**src/rtl/seq_pkg.sv**
```systemverilog
// Shared definitions for the instruction sequencer: opcodes, FSM state
// encoding and instruction-word field positions.
package seq_pkg;

    localparam int INSTR_W = 16;
    localparam int OP_W    = 4;

    localparam logic [OP_W-1:0] OP_NOP  = 4'h0;
    localparam logic [OP_W-1:0] OP_ADD  = 4'h1;
    localparam logic [OP_W-1:0] OP_SUB  = 4'h2;
    localparam logic [OP_W-1:0] OP_AND  = 4'h3;
    localparam logic [OP_W-1:0] OP_OR   = 4'h4;
    localparam logic [OP_W-1:0] OP_XOR  = 4'h5;
    localparam logic [OP_W-1:0] OP_MOV  = 4'h6;
    localparam logic [OP_W-1:0] OP_LDI  = 4'h7;
    localparam logic [OP_W-1:0] OP_JMP  = 4'h8;
    localparam logic [OP_W-1:0] OP_JZ   = 4'h9;
    localparam logic [OP_W-1:0] OP_HALT = 4'hF;

    localparam int OP_MSB   = 15;
    localparam int OP_LSB   = 12;
    localparam int DST_MSB  = 11;
    localparam int DST_LSB  = 8;
    localparam int SRCA_MSB = 7;
    localparam int SRCA_LSB = 4;
    localparam int SRCB_MSB = 3;
    localparam int SRCB_LSB = 0;
    localparam int IMM_MSB  = 7;
    localparam int IMM_LSB  = 0;

    typedef enum logic [2:0] {
        S_FETCH,
        S_DECODE,
        S_RD_A,
        S_RD_B,
        S_EXEC,
        S_WB,
        S_HALT
    } seq_state_t;

    function automatic logic is_alu_op(input logic [OP_W-1:0] op);
        return (op >= OP_ADD) && (op <= OP_MOV);
    endfunction

endpackage

```
**src/rtl/seq_alu.sv**
```systemverilog
// Combinational ALU for the sequencer: ADD/SUB/AND/OR/XOR/MOV, modulo 2^DATA_W,
// with a zero indication on the result.
module seq_alu
    import seq_pkg::*;
#(
    parameter int DATA_W = 8
) (
    input  logic [OP_W-1:0]   op,
    input  logic [DATA_W-1:0] a,
    input  logic [DATA_W-1:0] b,
    output logic [DATA_W-1:0] result,
    output logic              is_zero
);

    // NOTE: result gets a default before the case so no latch is inferred
    // for opcodes the ALU does not implement.
    always_comb begin
        result = '0;
        case (op)
            OP_ADD:  result = a + b;
            OP_SUB:  result = a - b;
            OP_AND:  result = a & b;
            OP_OR:   result = a | b;
            OP_XOR:  result = a ^ b;
            OP_MOV:  result = a;
            default: result = '0;
        endcase
    end

    assign is_zero = (result == '0);

endmodule

```
**src/rtl/instr_sequencer.sv**
```systemverilog
// Fetch/decode/execute control core between the instruction ROM and register file.
// Optional single-step gating of FETCH via macro SEQ_STEP_EN (adds input `step`).
module instr_sequencer
    import seq_pkg::*;
#(
    parameter int                DATA_W   = 8,
    parameter int                ADDR_W   = 4,
    parameter logic [ADDR_W-1:0] RESET_PC = '0
) (
    input  logic               clk,
    input  logic               reset,
`ifdef SEQ_STEP_EN
    input  logic               step,
`endif
    input  logic [INSTR_W-1:0] instr,
    input  logic [DATA_W-1:0]  rd_data,
    output logic [ADDR_W-1:0]  mar,
    output logic [ADDR_W-1:0]  rd_sel,
    output logic [ADDR_W-1:0]  wr_sel,
    output logic               wr_en,
    output logic [DATA_W-1:0]  out,
    output logic [DATA_W-1:0]  a,
    output logic [DATA_W-1:0]  b,
    output logic [DATA_W-1:0]  c,
    output logic               zero,
    output logic               halted
);

    seq_state_t         state, state_next;
    logic [ADDR_W-1:0]  pc;
    logic [INSTR_W-1:0] ir;
    logic               fetch_go;

    logic [OP_W-1:0]    ir_op;
    logic [ADDR_W-1:0]  ir_dst, ir_src_a, ir_src_b, ir_target;
    logic [DATA_W-1:0]  ir_imm;
    logic [DATA_W-1:0]  alu_result;
    logic               alu_zero;

`ifdef SEQ_STEP_EN
    assign fetch_go = step;
`else
    assign fetch_go = 1'b1;
`endif

    assign ir_op     = ir[OP_MSB:OP_LSB];
    assign ir_dst    = ADDR_W'(ir[DST_MSB:DST_LSB]);
    assign ir_src_a  = ADDR_W'(ir[SRCA_MSB:SRCA_LSB]);
    assign ir_src_b  = ADDR_W'(ir[SRCB_MSB:SRCB_LSB]);
    assign ir_target = ADDR_W'(ir[SRCB_MSB:SRCB_LSB]);
    assign ir_imm    = DATA_W'(ir[IMM_MSB:IMM_LSB]);

    seq_alu #(.DATA_W(DATA_W)) u_alu (
        .op      (ir_op),
        .a       (a),
        .b       (b),
        .result  (alu_result),
        .is_zero (alu_zero)
    );

    // NOTE: all sequential state uses non-blocking assignments so every
    // register samples pre-edge values regardless of statement order.
    always_ff @(posedge clk or posedge reset) begin
        if (reset) state <= S_FETCH;
        else       state <= state_next;
    end

    always_comb begin
        state_next = state;
        case (state)
            S_FETCH:  if (fetch_go) state_next = S_DECODE;
            S_DECODE: begin
                if (is_alu_op(ir_op))      state_next = S_RD_A;
                else if (ir_op == OP_LDI)  state_next = S_EXEC;
                else if (ir_op == OP_HALT) state_next = S_HALT;
                else                       state_next = S_FETCH;
            end
            S_RD_A:   state_next = S_RD_B;
            S_RD_B:   state_next = S_EXEC;
            S_EXEC:   state_next = S_WB;
            S_WB:     state_next = S_FETCH;
            S_HALT:   state_next = S_HALT;
            default:  state_next = S_FETCH;
        endcase
    end

    // Selects and out are loaded one state early so they are stable
    // throughout the state that uses them.
    always_ff @(posedge clk or posedge reset) begin
        if (reset) begin
            pc     <= RESET_PC;
            ir     <= '0;
            rd_sel <= '0;
            wr_sel <= '0;
            a      <= '0;
            b      <= '0;
            c      <= '0;
            out    <= '0;
            zero   <= 1'b0;
        end else begin
            case (state)
                S_FETCH: begin
                    if (fetch_go) begin
                        ir <= instr;
                        pc <= pc + ADDR_W'(1);
                    end
                end
                S_DECODE: begin
                    if (ir_op == OP_JMP || (ir_op == OP_JZ && zero)) pc <= ir_target;
                    if (is_alu_op(ir_op)) rd_sel <= ir_src_a;
                end
                S_RD_A: begin
                    a      <= rd_data;
                    rd_sel <= ir_src_b;
                end
                S_RD_B: b <= rd_data;
                S_EXEC: begin
                    wr_sel <= ir_dst;
                    if (ir_op == OP_LDI) begin
                        c   <= ir_imm;
                        out <= ir_imm;
                    end else begin
                        c    <= alu_result;
                        out  <= alu_result;
                        zero <= alu_zero;
                    end
                end
                default: ;
            endcase
        end
    end

    assign mar    = pc;
    assign wr_en  = (state == S_WB);
    assign halted = (state == S_HALT);

endmodule

```
**config.mk**
```make
export PLATFORM = sky130hd
export DESIGN_NAME = instr_sequencer
export DESIGN_NICKNAME = d
export VERILOG_FILES = /design/src/rtl/seq_pkg.sv /design/src/rtl/seq_alu.sv /design/src/rtl/instr_sequencer.sv
export SDC_FILE = /design/constraint.sdc
export NUM_CORES = 1
export LEC_CHECK = 0
export ABC_AREA = 1
export BUFFER_PORTS_ARGS = -buffer_cell sky130_fd_sc_hd__buf_2
export CORE_MARGIN = 2
export CORE_UTILIZATION = 51
export DETAILED_ROUTE_END_ITERATION = 8
export GPL_ROUTABILITY_DRIVEN = 1
export GPL_TIMING_DRIVEN = 0
export HOLD_SLACK_MARGIN = 0.1
export PLACE_DENSITY_LB_ADDON = 0.05
export SLEW_MARGIN = 25
export SYNTH_ARGS = -nofsm -noshare
export SYNTH_HDL_FRONTEND = slang
export SYNTH_SLANG_ARGS = --single-unit
export TNS_END_PERCENT = 30
```
**constraint.sdc**
```tcl
create_clock -name clk -period 5.3 [get_ports clk]
set_input_delay 0.265 -clock clk [delete_from_list [all_inputs] [get_ports clk]]
set_output_delay 0.265 -clock clk [all_outputs]
set_load 0.01 [all_outputs]
```
Word-level counts from Yosys, hierarchy flattened
Cells that the tools add are included.
{"block": "totals", "elab_cells": 56, "reg_bits": 56, "out_inout_bits": 47}
{"block": "classes", "n_reduce_logical": 10, "mux": 10, "add_sub_neg": 3, "n_lt_le_gt_ge": 2, "eq_ne": 18, "n_bitwise": 4}
{"operator": "case mux 8 bit (6 select lines)", "count": 1}
{"operator": "case mux 3 bit (6 select lines)", "count": 1}
{"operator": "== test 4 x 3 -> 1 bit, second input constant", "count": 4}
{"operator": "case mux 4 bit (2 select lines)", "count": 2}
{"operator": "== test 4 bit, second input constant", "count": 3}
{"operator": "== test 3 bit, second input constant", "count": 3}
{"operator": "two-way mux 3 bit", "count": 3}
{"operator": "adder 8 bit", "count": 1}
{"operator": "bitwise AND 8 bit", "count": 1}
{"operator": "== test 4 x 2 -> 1 bit, second input constant", "count": 2}
{"operator": "logical NOT 8 bit", "count": 1}
{"operator": "two-way mux 4 bit", "count": 2}
{"operator": "two-way mux 8 bit", "count": 1}
{"operator": "bitwise OR 8 bit", "count": 1}
{"operator": "subtractor 8 bit", "count": 1}
{"operator": "bitwise XOR 8 bit", "count": 1}
{"operator": "== test 3 x 2 -> 1 bit, second input constant", "count": 2}
{"operator": "AND reduction 2 bit", "count": 3}
{"operator": "adder 4 x 1 -> 4 bit, second input constant", "count": 1}
{"operator": "== test 4 x 1 -> 1 bit, second input constant", "count": 1}
{"operator": ">= comparator 4 x 1 -> 1 bit, second input constant", "count": 1}
{"operator": "<= comparator 4 x 3 -> 1 bit, second input constant", "count": 1}
{"operator": "inequality test 2 bit, second input constant", "count": 2}
{"operator": "nonzero test 2 bit", "count": 2}
{"operator": "5 further kinds", "count": 6}

Logic depth before layout (Yosys ltp)
Gate-level depths: netlist of run 1.
{"block": "depth", "word_depth": 5, "mapped_depth": 21, "mapped_depth_nobuf": 21}

Modules after synthesis
From an unflattened synthesis of run 1, not the netlist that was laid out.
{"block": "hier_totals", "cells_unflattened": 465, "area_unflattened_um2": 3673.5}
{"module": "instr_sequencer", "area_per_inst_um2": 2532.4, "n_inst": 1, "cells_per_inst": 270}
{"module": "seq_alu", "area_per_inst_um2": 1141.1, "n_inst": 1, "cells_per_inst": 195}

Worst setup path before layout of run 1
Ideal clock, no wire load.
{"block": "synth_timing", "kind": "register -> register", "from": "register b[0]", "to": "register c[7]", "path_stages_with_launch": 20, "slack_ns": 2.970, "arrival_ns": 2.213, "setup_time_ns": 0.118, "synth_period_minus_slack_ns": 2.330, "path_cell_list": "dfrtp_1 -> inv_1 -> ha_1 -> inv_1 -> nor3_1 -> nand2_1 -> nand2_1 -> xor2_1 -> inv_1 -> ha_1 -> nand2_1 -> inv_1 -> nand2_1 -> nand2_1 -> a21oi_1 -> nand3_1 -> nand3_1 -> nand2_1 -> o21bai_1 -> inv_1"}
{"block": "synth_between", "elab_chain_len": 3, "elab_cells_between_ends": 4, "classes_between": "add/sub: 2; mux: 2"}
{"item": "start, declared", "line_no": "instr_sequencer.sv:23", "source": "output logic [DATA_W-1:0] b,"}
{"item": "start signal, assigned", "line_no": "instr_sequencer.sv:116", "source": "S_RD_B: b <= rd_data;"}
{"item": "subtractor 8 bit or adder 8 bit (tied branches)", "line_no": "seq_alu.sv:21, seq_alu.sv:20"}
{"item": "case mux 8 bit (6 select lines) *", "line_no": "seq_alu.sv:19", "source": "case (op)"}
{"item": "two-way mux 8 bit *", "line_no": "instr_sequencer.sv:119", "source": "if (ir_op == OP_LDI) begin"}
{"item": "end signal, assigned", "line_no": "instr_sequencer.sv:120", "source": "c <= ir_imm;"}
{"item": "end signal, assigned", "line_no": "instr_sequencer.sv:123", "source": "c <= alu_result;"}
{"item": "end, declared", "line_no": "instr_sequencer.sv:24", "source": "output logic [DATA_W-1:0] c,"}
Every way passes the cells marked *; elsewhere a longest branch is shown, timed or not.
A chain may end at the register's enable or synchronous reset.

Final worst setup path of run 1
{"block": "layout_timing", "from": "register b[1]", "to": "register zero"}
{"block": "layout_between", "elab_chain_len": 3, "elab_cells_between_ends": 7, "classes_between": "add/sub: 2; mux: 1; bitwise: 3; reduce/logical: 1"}
{"item": "subtractor 8 bit (tied with other cells)", "line_no": "seq_alu.sv:21", "source": "OP_SUB: result = a - b;"}
{"item": "case mux 8 bit (6 select lines) *", "line_no": "seq_alu.sv:19"}
{"item": "logical NOT 8 bit *", "line_no": "seq_alu.sv:30", "source": "assign is_zero = (result == '0);"}
{"item": "end signal, assigned", "line_no": "instr_sequencer.sv:125", "source": "zero <= alu_zero;"}
{"item": "end, declared", "line_no": "instr_sequencer.sv:25", "source": "output logic zero,"}
Marked as above.

==> results of run 1 <==
==> Yosys cell counts <==
| cell | instances |
|---|---|
| nor2_1 | 53 |
| nand2_2 | 1 |
| nor2_2 | 1 |
| a211oi_1 | 2 |
| a21oi_1 | 19 |
| o31ai_1 | 1 |
| o221ai_1 | 1 |
| ha_1 | 25 |
| nand2_1 | 120 |
| xnor2_1 | 3 |
| xor2_1 | 5 |
| dfrtp_1 | 56 |
| inv_2 | 1 |
| and3_1 | 1 |
| nor3_1 | 3 |
| or2_2 | 1 |
| nand2_4 | 1 |
| nand3b_1 | 3 |
| o211ai_1 | 1 |
| buf_2 | 4 |
| nor2_4 | 1 |
| clkbuf_1 | 3 |
| nand4_1 | 3 |
| mux2_2 | 8 |
| nor3_4 | 1 |
| nand3_1 | 27 |
| o21bai_1 | 1 |
| buf_4 | 8 |
| inv_1 | 75 |
| o21ai_0 | 30 |
| o22ai_1 | 6 |
| fa_1 | 1 |
| a31oi_1 | 5 |
| o21ai_1 | 1 |
==> registers in the layout, indices dropped and copies added (netlist names) <==
signal  cells
mar         4
ir         16
b           8
c           8
rd_sel      4
a           8
state       3
wr_sel      4
zero        1
==> per-layer routing <==
layer  global-route usage  vias up
li1                     -     1652
met1               0.3581     1470
met2               0.3437       58
met3              0.03412        6
met4              0.04336        0
met5                    0        -
==> timing repair <==
item	CTS	global route
hold buffers	1	0
endpoints found under the hold margin	56	0
resized for setup	0	0
setup endpoints to repair	0	0
==> path summary, 6_finish.rpt <==
check / from / endpoint / slack, ps / cells after the start
worst max-delay path: b[1] / zero / 2520 / 21
worst min-delay path: instr[7] / ir[7] / 170 / 2
worst max register to register: b[1] / zero / 2520 / 21
worst min register to register: wr_sel[2] / wr_sel[2] / 470 / 2
max in group asynchronous: reset / ir[13] / 4480 / 4
min in group asynchronous: reset / b[5] / 360 / 3
==> kinds of logic after synthesis <==
logic type,synth area share
adders and majority gates,0.09399
and+or+nand+nor,0.2555
AOI/OAI and AO/OA,0.1032
buffers and inverters,0.1064
DFF,0.3958
xor gates and xnor gates,0.01979
muxes,0.02544
==> stage by stage <==
stage / power, W / instance area, sq um / hold WS (ps) / std cells / utilization
2_1_floorplan: 0.002090 / 3541 / 415.5 / 472 / -
3_3_place_gp: 0.002555 / 4001 / 448.1 / 624 / 0.5922
3_5_place_dp: 0.002617 / 4031 / 156.2 / 625 / 0.5967
4_1_cts: 0.002872 / 4136 / 162.9 / 634 / 0.6122
5_1_grt: 0.003171 / 4136 / 149.4 / 634 / 0.6122
6_report: 0.002864 / 4136 / 170.5 / 634 / 0.6122
==> power by group <==
part	switching, W	internal [W]	total [W]
clock network	0.000151	0.0000965	0.000247
logic	0.00106	0.000696	0.00175
registers	0.000227	0.000638	0.000865
total	0.00143	0.00143	0.00286
==> area by class of cell <==
cell class	instances	area [sq um]
clock buffer	5	68.82
sequential	56	1401
timing repair buffer	74	397.9
fill	633	2620
buffer	15	91.34
multi-input combinational	325	1763
clock inverter	3	26.28
tap	80	100.1
inverter	76	287.8
==> worst register-to-register path: stages, from the launching register on <==
cell and delay [ps]:
dfrtp_1 440, inv_1 160, ha_1 170, inv_1 50, nor3_1 200, nand2_1 90
nand2_1 90, xor2_1 200, inv_1 70, ha_1 320, nand2_1 100, inv_1 40
nand2_1 50, nand2_1 40, a21oi_1 210, inv_1 70, nand2_1 70, nand3_1 60
nand2_1 120, inv_1 60, nand3_1 70, nand2_1 50
==> impl_metrics.csv, run 1 <==
group,metric,value,unit
routing,wl_met1,4.340,mm
logic_synthesis,syn_avg_cell_area,7.502,sq um
global_route,grt_use_total,0.2305,
routing,vias_per_cell,5.025,
critical_path,crit_path_cell_trace,"inv_1 -> ha_1 -> inv_1 -> nor3_1 -> nand2_1 -> nand2_1 -> xor2_1 -> inv_1 -> ha_1 -> nand2_1 -> inv_1 -> nand2_1 -> nand2_1 -> a21oi_1 -> inv_1 -> nand2_1 -> nand3_1 -> nand2_1 -> inv_1 -> nand3_1 -> nand2_1",
floorplanning,start_util,0.5241,
logic_synthesis,syn-instance-count,472,
routing,first_pass_iters,4,
routing,post-route-drc-count,0,
global_route,grt_pass1_wl,13.77,mm
critical_path,critPathTopFamily,"simple AND/OR/NAND/NOR gates",
sta,finalSetupViolCount,0,
routing,wl_met2,3.779,mm
clock_network,cts_root_buffer,"clkbuf_8",
floorplanning,io_pins,73,
floorplanning,rows,30,
routing,ant_nets,0,
clock_network,post_cts_buffers,0,
critical_path,start_kind,"register",
finish,drive_gt1_frac,0.1968,
critical_path,max_stage_delay,440,ps
routing,routed.top_layer,"met4",
power,leakage,2.327,nW
global_route,grt_max_degree,53,
floorplanning,core,6756,sq um
global_route,grt_pass1_vias,2833,
power,peakVddDrop,0.2886,mV
placed_design,dp_hpwl,6.687,mm
logic_synthesis,netlist_top_cells_area,"dfrtp_1 40%, nand2_1 13%, ha_1 8.8%, inv_1 8.0%, nor2_1 5.6%",
critical_path,cpMostUsedCell,"nand2_1",
floorplanning,die_w,87.33,microns
critical_path,required,5520,ps
clock_network,cts.clk_slew.worst_paths,110,ps
sta,layout_setup_ws,2524,ps
placed_design,gp_congestion,0.8734,
logic_synthesis,yosysUniqueCellTypes,34,
sta,tns,0,ps
critical_path,cp_slowest_cell,"dfrtp_1",
critical_path,critPathBufInv,6,
clock_network,clock_latency,310,ps
critical_path,cp-end-kind,"register",
clock_network,cts_buffer_depth,2,
critical_path,worstPathArrival,3000,ps
clock_network,cts_buffers,5,
power,power_density,692.3,nW/um^2
sta,worst_slew_margin_rel,0.6574,
floorplanning,dieArea,7626,sq um
finish,final_cell_mix,"120 x nand2_1, 76 x buf_2, 74 x inv_1",
logic_synthesis,seq_area_frac_synth,0.3958,
critical_path,cp_max_fo,4,
finish,layout_commonest_cell,"nand2_1",
finish,n_antenna_cell,0,
routing,routedWlPerCell,13.30,microns
floorplanning,fp.dieH,87.33,microns
clock_network,htree_levels,2,
sta,fin_crit,2776,ps
sta,clock_skew,12.40,ps
clock_network,clock-sinks,56,
sta,fmax,360.2,MHz
logic_synthesis,yosysTopAreaCell,"dfrtp_1",
clock_network,cts_tree,"yes",
placed_design,port_buffers,72,
logic_synthesis,synth.ff_latch_count,56,
sta,worst_pin_slew,512.0,ps
sta,min_period_over_period,0.5239,
logic_synthesis,yosysWarnings,0,
global_route,antenna_found_initial,0,
routing,drt-total-wl,8.430,mm
flow_run,maxCapViolCount,0,
routing,drtIter0Drc,134,
global_route,globalRouteOverflowTotal,0,
sta,maxSlewViolCount,0,
worst_hold_path,min_path_type,"primary input to register",
sta,rsz0062_at_grt,"no",
run_status,run_status,"completed",
routing,vias,3186,
routing,wl_met3,240,microns
placed_design,pre_cts_slack,2593,ps
logic_synthesis,syn_area,3541,sq um
logic_synthesis,syn-num-nets,524,
logic_synthesis,synth_top_area_frac,0.3958,
critical_path,criticalPathCategory,"register to register",
finish,nets,605,
finish,syn_to_final_growth,16.82,%
sta,finalHoldViolCount,0,
Note: power is estimated with default switching activity, not from simulation.
==> run 2: changes to the inputs <==
--- a/config.mk
+++ b/config.mk
@@ -5,10 +5,10 @@
 export SDC_FILE = /design/constraint.sdc
 export NUM_CORES = 1
 export LEC_CHECK = 0
-export ABC_AREA = 1
+export ABC_AREA = 0
 export BUFFER_PORTS_ARGS = -buffer_cell sky130_fd_sc_hd__buf_2
 export CORE_MARGIN = 2
-export CORE_UTILIZATION = 51
+export CORE_UTILIZATION = 50
 export DETAILED_ROUTE_END_ITERATION = 8
 export GPL_ROUTABILITY_DRIVEN = 1
 export GPL_TIMING_DRIVEN = 0
==> constraint.sdc (replaced) <==
create_clock -name clk -period 2.4 [get_ports clk]
set_input_delay 0.12 -clock clk [delete_from_list [all_inputs] [get_ports clk]]
set_output_delay 0.12 -clock clk [all_outputs]
set_load 0.01 [all_outputs]
==> run 2 against run 1 <==
Against the previous run: the flow now finishes with violations (negative setup slack); non-clock buffer count is 41 higher; hold slack better by 130 ps; synthesized cell count is 21% lower; final cell count is 8.2% lower; final area is 8.0% higher; utilization is 4.6 points higher; critical path depth is 10 lower; clock-buffer cell count stayed put; global-route usage is 2.4 points higher; synthesized area is 0.53% lower; routed wire length is 9.3% higher; critical endpoint unchanged; largest power group unchanged; highest routed layer unchanged.
==> impl_metrics.csv, run 2 <==
group,metric,value,unit
routing,post-route-drc-count,0,
sta,clock_skew,7.628,ps
critical_path,reg2reg_depth,11,
critical_path,start_kind,"register",
logic_synthesis,synth.top_cells.by_count,"56 x dfrtp_1, 43 x nand2_1, 32 x o21ai_0",
clock_network,cts.clk_slew.worst_paths,110,ps
power,peakVddDrop,0.9721,mV
power,switching_power,0.003345,W
critical_path,cp_slowest_cell,"dfrtp_1",
sta,maxSlewViolCount,0,
finish,regMostFlops,"ir",
finish,fin_area,4469,sq um
global_route,grt_pass1_wl,15.10,mm
placed_design,dpl_cell_area,4029,sq um
global_route,grt_pass1_vias,2971,
critical_path,path_depth,11,
placed_design,gp_congestion,0.8810,
finish,final_cell_mix,"77 x buf_2, 54 x dfrtp_1, 43 x nand2_1",
power,pwr-share-comb,0.651,
critical_path,criticalPathCategory,"register to register",
floorplanning,die_w,87.93,microns
finish,fin_util,0.6578,
power,p_clk_frac,0.079,
sta,tns,-1531,ps
floorplanning,fp.dieH,87.93,microns
critical_path,crit_path_cell_trace,"nor4b_4 -> buf_4 -> nor2_2 -> xnor2_1 -> ha_2 -> or2_1 -> o221a_1 -> o21a_1 -> or3_4 -> a31o_1 -> o31ai_2",
logic_synthesis,yosysTopAreaCell,"dfrtp_1",
sta,finalHoldViolCount,0,
routing,vias,3098,
routing,first_pass_iters,4,
logic_synthesis,netlist_top_cells_area,"dfrtp_1 40%, ha_1 8.9%, mux2_2 8.3%, nand2_1 4.6%, o21ai_0 4.5%",
routing,ant_nets,0,
logic_synthesis,seq_area_frac_synth,0.3979,
sta,worst_slew_margin_rel,0.4905,
critical_path,critPathBufInv,1,
routing,drt-total-wl,9.217,mm
finish,regArea,1404,sq um
finish,drive_gt1_frac,0.3004,
sta,fin_crit,2838,ps
floorplanning,rows,30,
floorplanning,io_pins,73,
floorplanning,dieArea,7732,sq um
clock_network,cts_root_buffer,"clkbuf_8",
sta,worst_pin_slew,764.3,ps
critical_path,cp_max_fo,3,
clock_network,cts_buffer_depth,2,
placed_design,dp_hpwl,6.685,mm
finish,fillers,578,
logic_synthesis,synth.most_common_cell,"dfrtp_1",
sta,min_period_over_period,1.183,
sta,rsz0062_at_grt,"yes",
logic_synthesis,syn-num-nets,426,
power,p_seq_frac,0.270,
critical_path,cp-end-kind,"register",
logic_synthesis,synthArstFlopShare,1.000,
logic_synthesis,synth.ff_latch_count,56,
clock_network,clock-sinks,56,
global_route,grt_max_degree,35,
finish,nets,537,
power,power_density,1594,nW/um^2
clock_network,cts_tree,"yes",
global_route,antenna_found_initial,0,
finish,largest_reg_flops,16,
routing,vias_per_cell,5.323,
run_status,run_status,"complete, but fails checks",
global_route,globalRouteOverflowTotal,0,
logic_synthesis,synth_edf_count,0,
logic_synthesis,synth_flop_cell,"dfrtp_1",
finish,syn_to_final_growth,26.89,%
run_status,violations,"negative setup slack",
power,leakage,2.052,nW
routing,drtIter0Drc,226,
critical_path,max_stage_delay,440,ps
floorplanning,start_util,0.5184,
finish,n_antenna_cell,0,
logic_synthesis,syn_avg_cell_area,9.417,sq um
sta,fmax,352.3,MHz
power,p_int,0.003778,W
sta,finalSetupViolCount,6,
logic_synthesis,synth_top_area_frac,0.3979,
clock_network,cts_buffers,5,
clock_network,htree_levels,2,
critical_path,critPathTopFamily,"simple AND/OR/NAND/NOR gates",
critical_path,worstPathArrival,3080,ps
routing,routedWlPerCell,15.84,microns
finish,layout_commonest_cell,"buf_2",
sta,layout_setup_ws,-438.2,ps
critical_path,required,2640,ps
sta,hold_slack,296.1,ps
placed_design,port_buffers,72,
global_route,grt_use_total,0.2548,
logic_synthesis,syn-instance-count,374,
flow_run,maxCapViolCount,0,
logic_synthesis,yosysWarnings,0,
logic_synthesis,yosysUniqueCellTypes,51,
worst_hold_path,min_path_type,"primary input to asynchronous set/reset pin",
floorplanning,core,6794,sq um
power,p_sw_frac,0.4697,
clock_network,clock_latency,320,ps
finish,multiInputGateArea,1941,sq um
logic_synthesis,syn_area,3522,sq um
==> run 2: final timing paths <==
| path | start | to | slack [ps] |
|---|---|---|---|
| setup / recovery | ir[12] | zero | -440 |
| hold / removal | reset | wr_sel[1] | 300 |
| setup reg to reg | ir[12] | zero | -440 |
| hold reg to reg | ir[10] | wr_sel[2] | 470 |
| max in group asynchronous | reset | ir[15] | 1610 |
| min in group clk | ir[10] | wr_sel[2] | 470 |
==> run 2: power groups by stage <==
stage               registers [W]  logic [W]  clock network [W]
floorplan                 0.00196    0.00300                  0
global placement          0.00193    0.00419                  0
detailed placement        0.00194    0.00430                  0
CTS                       0.00192    0.00454           0.000583
global route              0.00200    0.00512           0.000610
finish                    0.00193    0.00464           0.000561
==> run 2: per-stage QoR <==
step           instances  setup slack, ps  total power (W)
3_3_place_gp         542           -591.0         0.006117
5_1_grt              582           -525.2         0.007730
4_1_cts              582           -401.4         0.007042
3_5_place_dp         543           -616.8         0.006237
2_1_floorplan        374           -353.0         0.004957
6_report             582           -438.2         0.007123
==> run 2: cell families after synthesis <==
logic type,count (synthesis),share of synthesized area
muxes,32,0.1002
xor gates and xnor gates,12,0.02984
DFF,56,0.3979
AOI/OAI and AO/OA,85,0.1488
buffers and inverters,47,0.06288
and+or+nand+nor,116,0.1659
adders and majority gates,26,0.09449
==> run 2: final cells by class <==
| cell class | instances | share of cell area |
|---|---|---|
| multi-input cells | 271 | 0.4342 |
| well taps | 96 | 0.02688 |
| repair buffers | 104 | 0.1520 |
| clock inverters | 3 | 0.005879 |
| clock buffers | 5 | 0.01540 |
| plain buffers | 26 | 0.03331 |
| inverters | 21 | 0.01820 |
| flip-flops and latches | 56 | 0.3141 |
==> run 2: worst min-delay path: stages <==
cell           delay (ps)
dlygate4sd3_1         530
buf_2                 130
inv_4                 240
==> run 2: routing by layer <==
layer	track usage	routed length (microns)
met4	0.06154	95
met2	0.3905	4249
met3	0.03582	448
met5	0	0
met1	0.3827	4424
==> run 2: what timing repair did <==
action | in CTS | in global routing
endpoints found under the hold margin | 88 | 0
endpoints found under the setup margin | 8 | 8
setup buffers | 6 | 0
pin swaps | 5 | 3
gates resized for setup | 11 | 4
hold buffers | 25 | 0
